===== src/rtl/dram_cmd_arbiter.sv =====
// dram_cmd_arbiter: shares the single DRAM command port between an L2 read
// requester, an L2 write requester and an internal refresh timer, running one
// four-phase cmd_req/cmd_ack handshake per command (IDLE -> ISSUE -> RELEASE).
// Optional feature: define DRAM_ARB_ROW_HIT_EN to prefer the rd/wr requester
// whose bank+row matches the last issued rd/wr command when both request.
module dram_cmd_arbiter #(
  parameter  int unsigned NUM_OF_BANKS     = 8,
  parameter  int unsigned NUM_OF_ROWS      = 128,
  parameter  int unsigned NUM_OF_COLS      = 8,
  parameter  int unsigned REFRESH_INTERVAL = 512,
  localparam int unsigned BANK_W           = $clog2(NUM_OF_BANKS),
  localparam int unsigned ROW_W            = $clog2(NUM_OF_ROWS),
  localparam int unsigned COL_W            = $clog2(NUM_OF_COLS)
) (
  input  logic              clk,
  input  logic              rst_b,
  input  logic              rd_req,
  input  logic [BANK_W-1:0] rd_bank,
  input  logic [ROW_W-1:0]  rd_row,
  input  logic [COL_W-1:0]  rd_col,
  output logic              rd_gnt,
  input  logic              wr_req,
  input  logic [BANK_W-1:0] wr_bank,
  input  logic [ROW_W-1:0]  wr_row,
  input  logic [COL_W-1:0]  wr_col,
  output logic              wr_gnt,
  output logic              cmd_req,
  input  logic              cmd_ack,
  output logic [1:0]        cmd,
  output logic [BANK_W-1:0] bank_id,
  output logic [ROW_W-1:0]  row_id,
  output logic [COL_W-1:0]  col_id,
  output logic              ref_overrun
);

  localparam int unsigned     CNT_W    = $clog2(REFRESH_INTERVAL);
  localparam logic [CNT_W-1:0] CNT_LAST = CNT_W'(REFRESH_INTERVAL - 1);

  localparam logic [1:0] ST_IDLE    = 2'b00;
  localparam logic [1:0] ST_ISSUE   = 2'b01;
  localparam logic [1:0] ST_RELEASE = 2'b10;

  localparam logic [1:0] CMD_IDLE = 2'b00;
  localparam logic [1:0] CMD_RD   = 2'b01;
  localparam logic [1:0] CMD_WR   = 2'b10;
  localparam logic [1:0] CMD_REF  = 2'b11;

  logic [1:0]        state_q, state_d;
  logic [CNT_W-1:0]  cnt_q, cnt_d;
  logic              ref_pend_q, ref_pend_d;
  logic              ovr_q, ovr_d;
  logic              rr_q, rr_d;        // 0: read goes first, 1: write goes first
  logic              cmd_req_q, cmd_req_d;
  logic [1:0]        cmd_q, cmd_d;
  logic [BANK_W-1:0] bank_q, bank_d;
  logic [ROW_W-1:0]  row_q, row_d;
  logic [COL_W-1:0]  col_q, col_d;
  logic              rd_gnt_q, rd_gnt_d;
  logic              wr_gnt_q, wr_gnt_d;
  logic              ref_wrap;
  logic              ref_clr;
  logic              take_rd;

`ifdef DRAM_ARB_ROW_HIT_EN
  logic              hit_vld_q, hit_vld_d;
  logic [BANK_W-1:0] hit_bank_q, hit_bank_d;
  logic [ROW_W-1:0]  hit_row_q, hit_row_d;
  logic              rd_hit, wr_hit;

  assign rd_hit = hit_vld_q && (rd_bank == hit_bank_q) && (rd_row == hit_row_q);
  assign wr_hit = hit_vld_q && (wr_bank == hit_bank_q) && (wr_row == hit_row_q);
`endif

  // Free-running refresh timer; the wrap cycle is the refresh tick
  always_comb begin
    ref_wrap = (cnt_q == CNT_LAST);
    cnt_d    = ref_wrap ? '0 : cnt_q + 1'b1;
  end

  // Read/write selection: round-robin, optionally overridden by a row hit
  always_comb begin
    take_rd = rd_req && (!wr_req || !rr_q);
`ifdef DRAM_ARB_ROW_HIT_EN
    if (rd_req && wr_req && (rd_hit != wr_hit)) take_rd = rd_hit;
`endif
  end

  // Handshake FSM next-state, command latch and refresh bookkeeping
  always_comb begin
    state_d   = state_q;
    cmd_req_d = cmd_req_q;
    cmd_d     = cmd_q;
    bank_d    = bank_q;
    row_d     = row_q;
    col_d     = col_q;
    rr_d      = rr_q;
    rd_gnt_d  = 1'b0;
    wr_gnt_d  = 1'b0;
    ref_clr   = 1'b0;
`ifdef DRAM_ARB_ROW_HIT_EN
    hit_vld_d  = hit_vld_q;
    hit_bank_d = hit_bank_q;
    hit_row_d  = hit_row_q;
`endif
    case (state_q)
      ST_IDLE: begin
        if (ref_pend_q) begin
          cmd_req_d = 1'b1;
          cmd_d     = CMD_REF;
          bank_d    = '0;
          row_d     = '0;
          col_d     = '0;
          state_d   = ST_ISSUE;
`ifdef DRAM_ARB_ROW_HIT_EN
          hit_vld_d = 1'b0;
`endif
        end else if (rd_req || wr_req) begin
          cmd_req_d = 1'b1;
          state_d   = ST_ISSUE;
          if (take_rd) begin
            cmd_d  = CMD_RD;
            bank_d = rd_bank;
            row_d  = rd_row;
            col_d  = rd_col;
          end else begin
            cmd_d  = CMD_WR;
            bank_d = wr_bank;
            row_d  = wr_row;
            col_d  = wr_col;
          end
`ifdef DRAM_ARB_ROW_HIT_EN
          hit_vld_d  = 1'b1;
          hit_bank_d = take_rd ? rd_bank : wr_bank;
          hit_row_d  = take_rd ? rd_row : wr_row;
`endif
        end
      end
      ST_ISSUE: begin
        if (cmd_ack) begin
          cmd_req_d = 1'b0;
          cmd_d     = CMD_IDLE;
          state_d   = ST_RELEASE;
          case (cmd_q)
            CMD_RD: begin
              rd_gnt_d = 1'b1;
              rr_d     = 1'b1;
            end
            CMD_WR: begin
              wr_gnt_d = 1'b1;
              rr_d     = 1'b0;
            end
            default: ref_clr = 1'b1;
          endcase
        end
      end
      ST_RELEASE: begin
        if (!cmd_ack) state_d = ST_IDLE;
      end
      default: state_d = ST_IDLE;
    endcase
    // A tick coinciding with the refresh completion keeps refresh pending
    ref_pend_d = ref_wrap | (ref_pend_q & ~ref_clr);
    ovr_d      = ovr_q | (ref_wrap & ref_pend_q);
  end

  // State and output registers
  always_ff @(posedge clk or negedge rst_b) begin
    if (!rst_b) begin
      state_q    <= ST_IDLE;
      cnt_q      <= '0;
      ref_pend_q <= 1'b0;
      ovr_q      <= 1'b0;
      rr_q       <= 1'b0;
      cmd_req_q  <= 1'b0;
      cmd_q      <= CMD_IDLE;
      bank_q     <= '0;
      row_q      <= '0;
      col_q      <= '0;
      rd_gnt_q   <= 1'b0;
      wr_gnt_q   <= 1'b0;
    end else begin
      state_q    <= state_d;
      cnt_q      <= cnt_d;
      ref_pend_q <= ref_pend_d;
      ovr_q      <= ovr_d;
      rr_q       <= rr_d;
      cmd_req_q  <= cmd_req_d;
      cmd_q      <= cmd_d;
      bank_q     <= bank_d;
      row_q      <= row_d;
      col_q      <= col_d;
      rd_gnt_q   <= rd_gnt_d;
      wr_gnt_q   <= wr_gnt_d;
    end
  end

`ifdef DRAM_ARB_ROW_HIT_EN
  // Record of the last issued rd/wr bank+row
  always_ff @(posedge clk or negedge rst_b) begin
    if (!rst_b) begin
      hit_vld_q  <= 1'b0;
      hit_bank_q <= '0;
      hit_row_q  <= '0;
    end else begin
      hit_vld_q  <= hit_vld_d;
      hit_bank_q <= hit_bank_d;
      hit_row_q  <= hit_row_d;
    end
  end
`endif

  assign cmd_req     = cmd_req_q;
  assign cmd         = cmd_q;
  assign bank_id     = bank_q;
  assign row_id      = row_q;
  assign col_id      = col_q;
  assign rd_gnt      = rd_gnt_q;
  assign wr_gnt      = wr_gnt_q;
  assign ref_overrun = ovr_q;

endmodule

===== config.mk =====
export PLATFORM = sky130hd
export DESIGN_NAME = dram_cmd_arbiter
export DESIGN_NICKNAME = d
export VERILOG_FILES = /design/src/rtl/dram_cmd_arbiter.sv
export SDC_FILE = /design/constraint.sdc
export NUM_CORES = 1
export LEC_CHECK = 0
export CORE_UTILIZATION = 46
export CTS_CLUSTER_SIZE = 28
export DETAILED_ROUTE_END_ITERATION = 12
export PLACE_DENSITY = 0.92
export SYNTH_ARGS = -nofsm -noshare
export SYNTH_HDL_FRONTEND = slang
export SYNTH_SLANG_ARGS = --single-unit
export TNS_END_PERCENT = 5

===== constraint.sdc =====
create_clock -name clk -period 1.75 [get_ports clk]
set_clock_uncertainty 0.1 [all_clocks]
set_input_delay 0.2625 -clock clk [delete_from_list [all_inputs] [get_ports clk]]
set_output_delay 0.2625 -clock clk [all_outputs]
set_load 0.1 [all_outputs]

==> flow_metrics.env <==
export IMPL_layout_min_cycle_time_ns=1.60
export IMPL_synth_top_family_by_area="simple AND/OR/NAND/NOR gates"
export IMPL_synth_commonest_cells="dfrtp_1, nand3_1, a21oi_1, a31oi_1"
export IMPL_clock_path_buffers=2
export IMPL_track_usage_pct=23.3
export IMPL_ys_seq_elements=32
export IMPL_worstHoldPathType="in -> async"
export IMPL_yosysMostFrequentCell="dfrtp_1"
export IMPL_cp_startpoint="cnt_q[0]$_DFF_PN0_"
export IMPL_avgSynthCellArea_um2=10.3
export IMPL_drc=0
export IMPL_grt_max_degree=33
export IMPL_hold_viol_final=0
export IMPL_setup_viol=0
export IMPL_clkTransAtPathRegs_ns=0.11
export IMPL_ys_async_sr_fraction_pct=100
export IMPL_tightest_slew_ns=0.390
export IMPL_holdBufCountCts=0
export IMPL_postRouteAntennaNets=0
export IMPL_status="finished clean"
export IMPL_antenna_found_initial=0
export IMPL_vias=1416
export IMPL_synth_top_cell_area_share_pct=51.0
export IMPL_grt_first_pass_wirelength_um=6130
export IMPL_synth_top_cell_by_area="dfrtp_1"
export IMPL_cp_arrival_ns=1.78
export IMPL_start_util_pct=49.8
export IMPL_clock_latency_ns=0.34
export IMPL_dp_hpwl_um=2810
export IMPL_coreArea_um2=3150
export IMPL_cp_max_fo=7
export IMPL_reg2reg_setup_slack_ns=0.15
export IMPL_via_per_inst=5.53
export IMPL_power_leakage_uw=0.00102
export IMPL_synth_xor_area_share_pct=1.67
export IMPL_synth_compound_area_share_pct=16.4
export IMPL_critical_path_depth=5
export IMPL_syn_nets=189
export IMPL_first_iter_violations=87
export IMPL_syn2layout_area_growth_pct=50.5
export IMPL_setup_ws_ns=0.152
export IMPL_io_pins=50
export IMPL_cts_setup_buffers=0
export IMPL_die_area_um2=3650
export IMPL_drt_pass1_iterations=4
export IMPL_slew_headroom_pct=74.0
export IMPL_dpl_cell_area_um2=2280
export IMPL_synth_cells=153
export IMPL_maxCapViolCount=0
export IMPL_max_vdd_ir_drop_mv=1.18
export IMPL_reg2reg_depth=5
export IMPL_port_buffers=49
export IMPL_syn_cell_area_um2=1570
export IMPL_rsz0062_at_grt="no"
export IMPL_ys_flop_type="dfrtp_1"
export IMPL_synth_edf_count=0
export IMPL_numCtsBuffers=5
export IMPL_clock_fmax_mhz=626
export IMPL_powerDensity_nw_per_um2=2020
export IMPL_n_antenna_cell=0
export IMPL_synthMuxAreaShare_pct=0
export IMPL_drive_gt1_share_pct=21.7
export IMPL_utilization_pct=75.0
export IMPL_critPathRequiredTime_ns=1.93
export IMPL_path_cells="ha_1, nand2_1, nor3_1, ha_2, a21o_2"
export IMPL_rr_endpoint="ref_overrun$_DFF_PN0_"
export IMPL_clock_root_buffer="clkbuf_4"
export IMPL_grt_pass1_vias=1462
export IMPL_synthAdderAreaFrac_pct=3.98
export IMPL_die_h_um=60.4
export IMPL_final_area_um2=2360
export IMPL_start_kind="flop"
export IMPL_crit_path_end="ref_overrun$_DFF_PN0_"
export IMPL_ys_seq_area_share_pct=51.0
export IMPL_cp_end_kind="flop"
export IMPL_die_w_um=60.4
export IMPL_gp_congestion=0.838
export IMPL_htreeDepth=2
export IMPL_min_period_over_period_pct=91.3
export IMPL_worst_path_dominant_cell_family="adder cells"
export IMPL_critPathBufInv=0
export IMPL_crit_path_top_delay_cell="dfrtp_1"
export IMPL_routed_wl_um=3850
export IMPL_cts_tree="yes"
export IMPL_grt_overflow_total=0
export IMPL_finalMaxSlewViolations=0
export IMPL_synth_simple_gate_area_share_pct=19.7
export IMPL_pre_cts_slack_ns=-0.00657
export IMPL_yosys_top_cells_area="dfrtp_1, nand3_1, a21oi_1, a31oi_1, clkbuf_8"
export IMPL_synth_cell_type_count=32
export IMPL_ys_warn_count=0
export IMPL_wl_per_cell_um=15.1
export IMPL_critPathKind="reg -> reg"
export IMPL_final_nets=247
export IMPL_rr_startpoint="cnt_q[0]$_DFF_PN0_"
export IMPL_num_rows=20
export IMPL_cts_repair_resized=0
export IMPL_cts_sinks=32
export IMPL_cpPeakStageDelay_ns=0.41
==> through the flow <==
| step | hold WS (ns) | instances | total power (uW) | TNS [ns] |
|---|---|---|---|---|
| 6_report | 0.211 | 256 | 4790 | 0 |
| 5_1_grt | 0.229 | 256 | 4960 | 0 |
| 4_1_cts | 0.218 | 256 | 4790 | 0 |
| 3_5_place_dp | 0.406 | 248 | 4220 | -0.00657 |
| 3_3_place_gp | 0.372 | 248 | 4170 | 0 |
| 2_1_floorplan | -0.133 | 153 | 3100 | 0 |
==> where the power goes <==
group | leakage (uW) | total [uW] | switching, uW | internal, uW
clock | 0.0000412 | 566 | 268 | 298
sequential | 0.000384 | 1260 | 287 | 973
combinational | 0.000599 | 2960 | 1890 | 1070
==> cell type report <==
type | count | area [um2]
Sequential cell | 32 | 803
Fill cell | 216 | 790
Timing Repair Buffer | 59 | 756
Multi-Input combinational cell | 110 | 658
Tap cell | 44 | 55.1
Clock inverter | 3 | 42.5
Clock buffer | 5 | 37.5
Inverter | 3 | 11.3
==> worst register-to-register path, cell delays in order (launching register included) <==
cell and delay [ns]:
dfrtp_1 0.41, ha_1 0.23, nand2_1 0.07, nor3_1 0.25, ha_2 0.33, a21o_2 0.15
==> routing by layer <==
layer	up-vias	share of wire, %	track usage (%)
met5	-	0	0
met4	0	1.5	11.4
met3	6	5.0	6.18
met2	53	54	41.9
met1	680	39	25.3
li1	677	-	-
==> kinds of logic (layout without fill, tap and decap cells) <==
| logic type | after synthesis | count (layout) |
|---|---|---|
| adder cells (fa/ha/maj) | 5 | 5 |
| AND/OR/NAND/NOR | 60 | 60 |
| flip-flops | 32 | 32 |
| XOR/XNOR | 3 | 3 |
| AO/OA/AOI/OAI | 42 | 42 |
| buffers and inverters | 11 | 70 |
==> worst min path at each step <==
| stage | slack [ns] | startpoint | depth (start not counted) | endpoint |
|---|---|---|---|---|
| after floorplan | -0.13 | rst_b | 0 | bank_id[0]$_DFFE_PN0P_ |
| after global routing | 0.23 | rst_b | 2 | state_q[0]$_DFFE_PN0P_ |
| after global placement | 0.37 | cnt_q[0]$_DFF_PN0_ | 1 | cnt_q[0]$_DFF_PN0_ |
| final | 0.21 | rst_b | 2 | cnt_q[8]$_DFF_PN0_ |
| after detailed placement | 0.41 | cnt_q[0]$_DFF_PN0_ | 1 | cnt_q[0]$_DFF_PN0_ |
| after CTS | 0.22 | rst_b | 2 | cmd_req$_DFFE_PN0P_ |
==> cell usage in the layout (no fill, tap or decap), types with 3 or more instances in the layout <==
cell type        count
nand2_1              7
buf_4               10
clkdlybuf4s50_1     30
ha_1                 4
dfrtp_1             30
nand3_1             29
a21oi_1             17
a31oi_1             12
buf_12              19
nor2_1               7
or3_1                3
o21ai_0              4
clkbuf_4             5
==> flip-flops by register name, summed over array words and instances (netlist names) <==
name / cells
wr_gnt: 1
rr_q: 1
col_id: 3
state_q: 2
cmd_req: 1
cnt_q: 9
ref_pend_q: 1
row_id: 7
cmd: 2
ref_overrun: 1
bank_id: 3
rd_gnt: 1
Note: power is estimated with default switching activity, not from simulation.
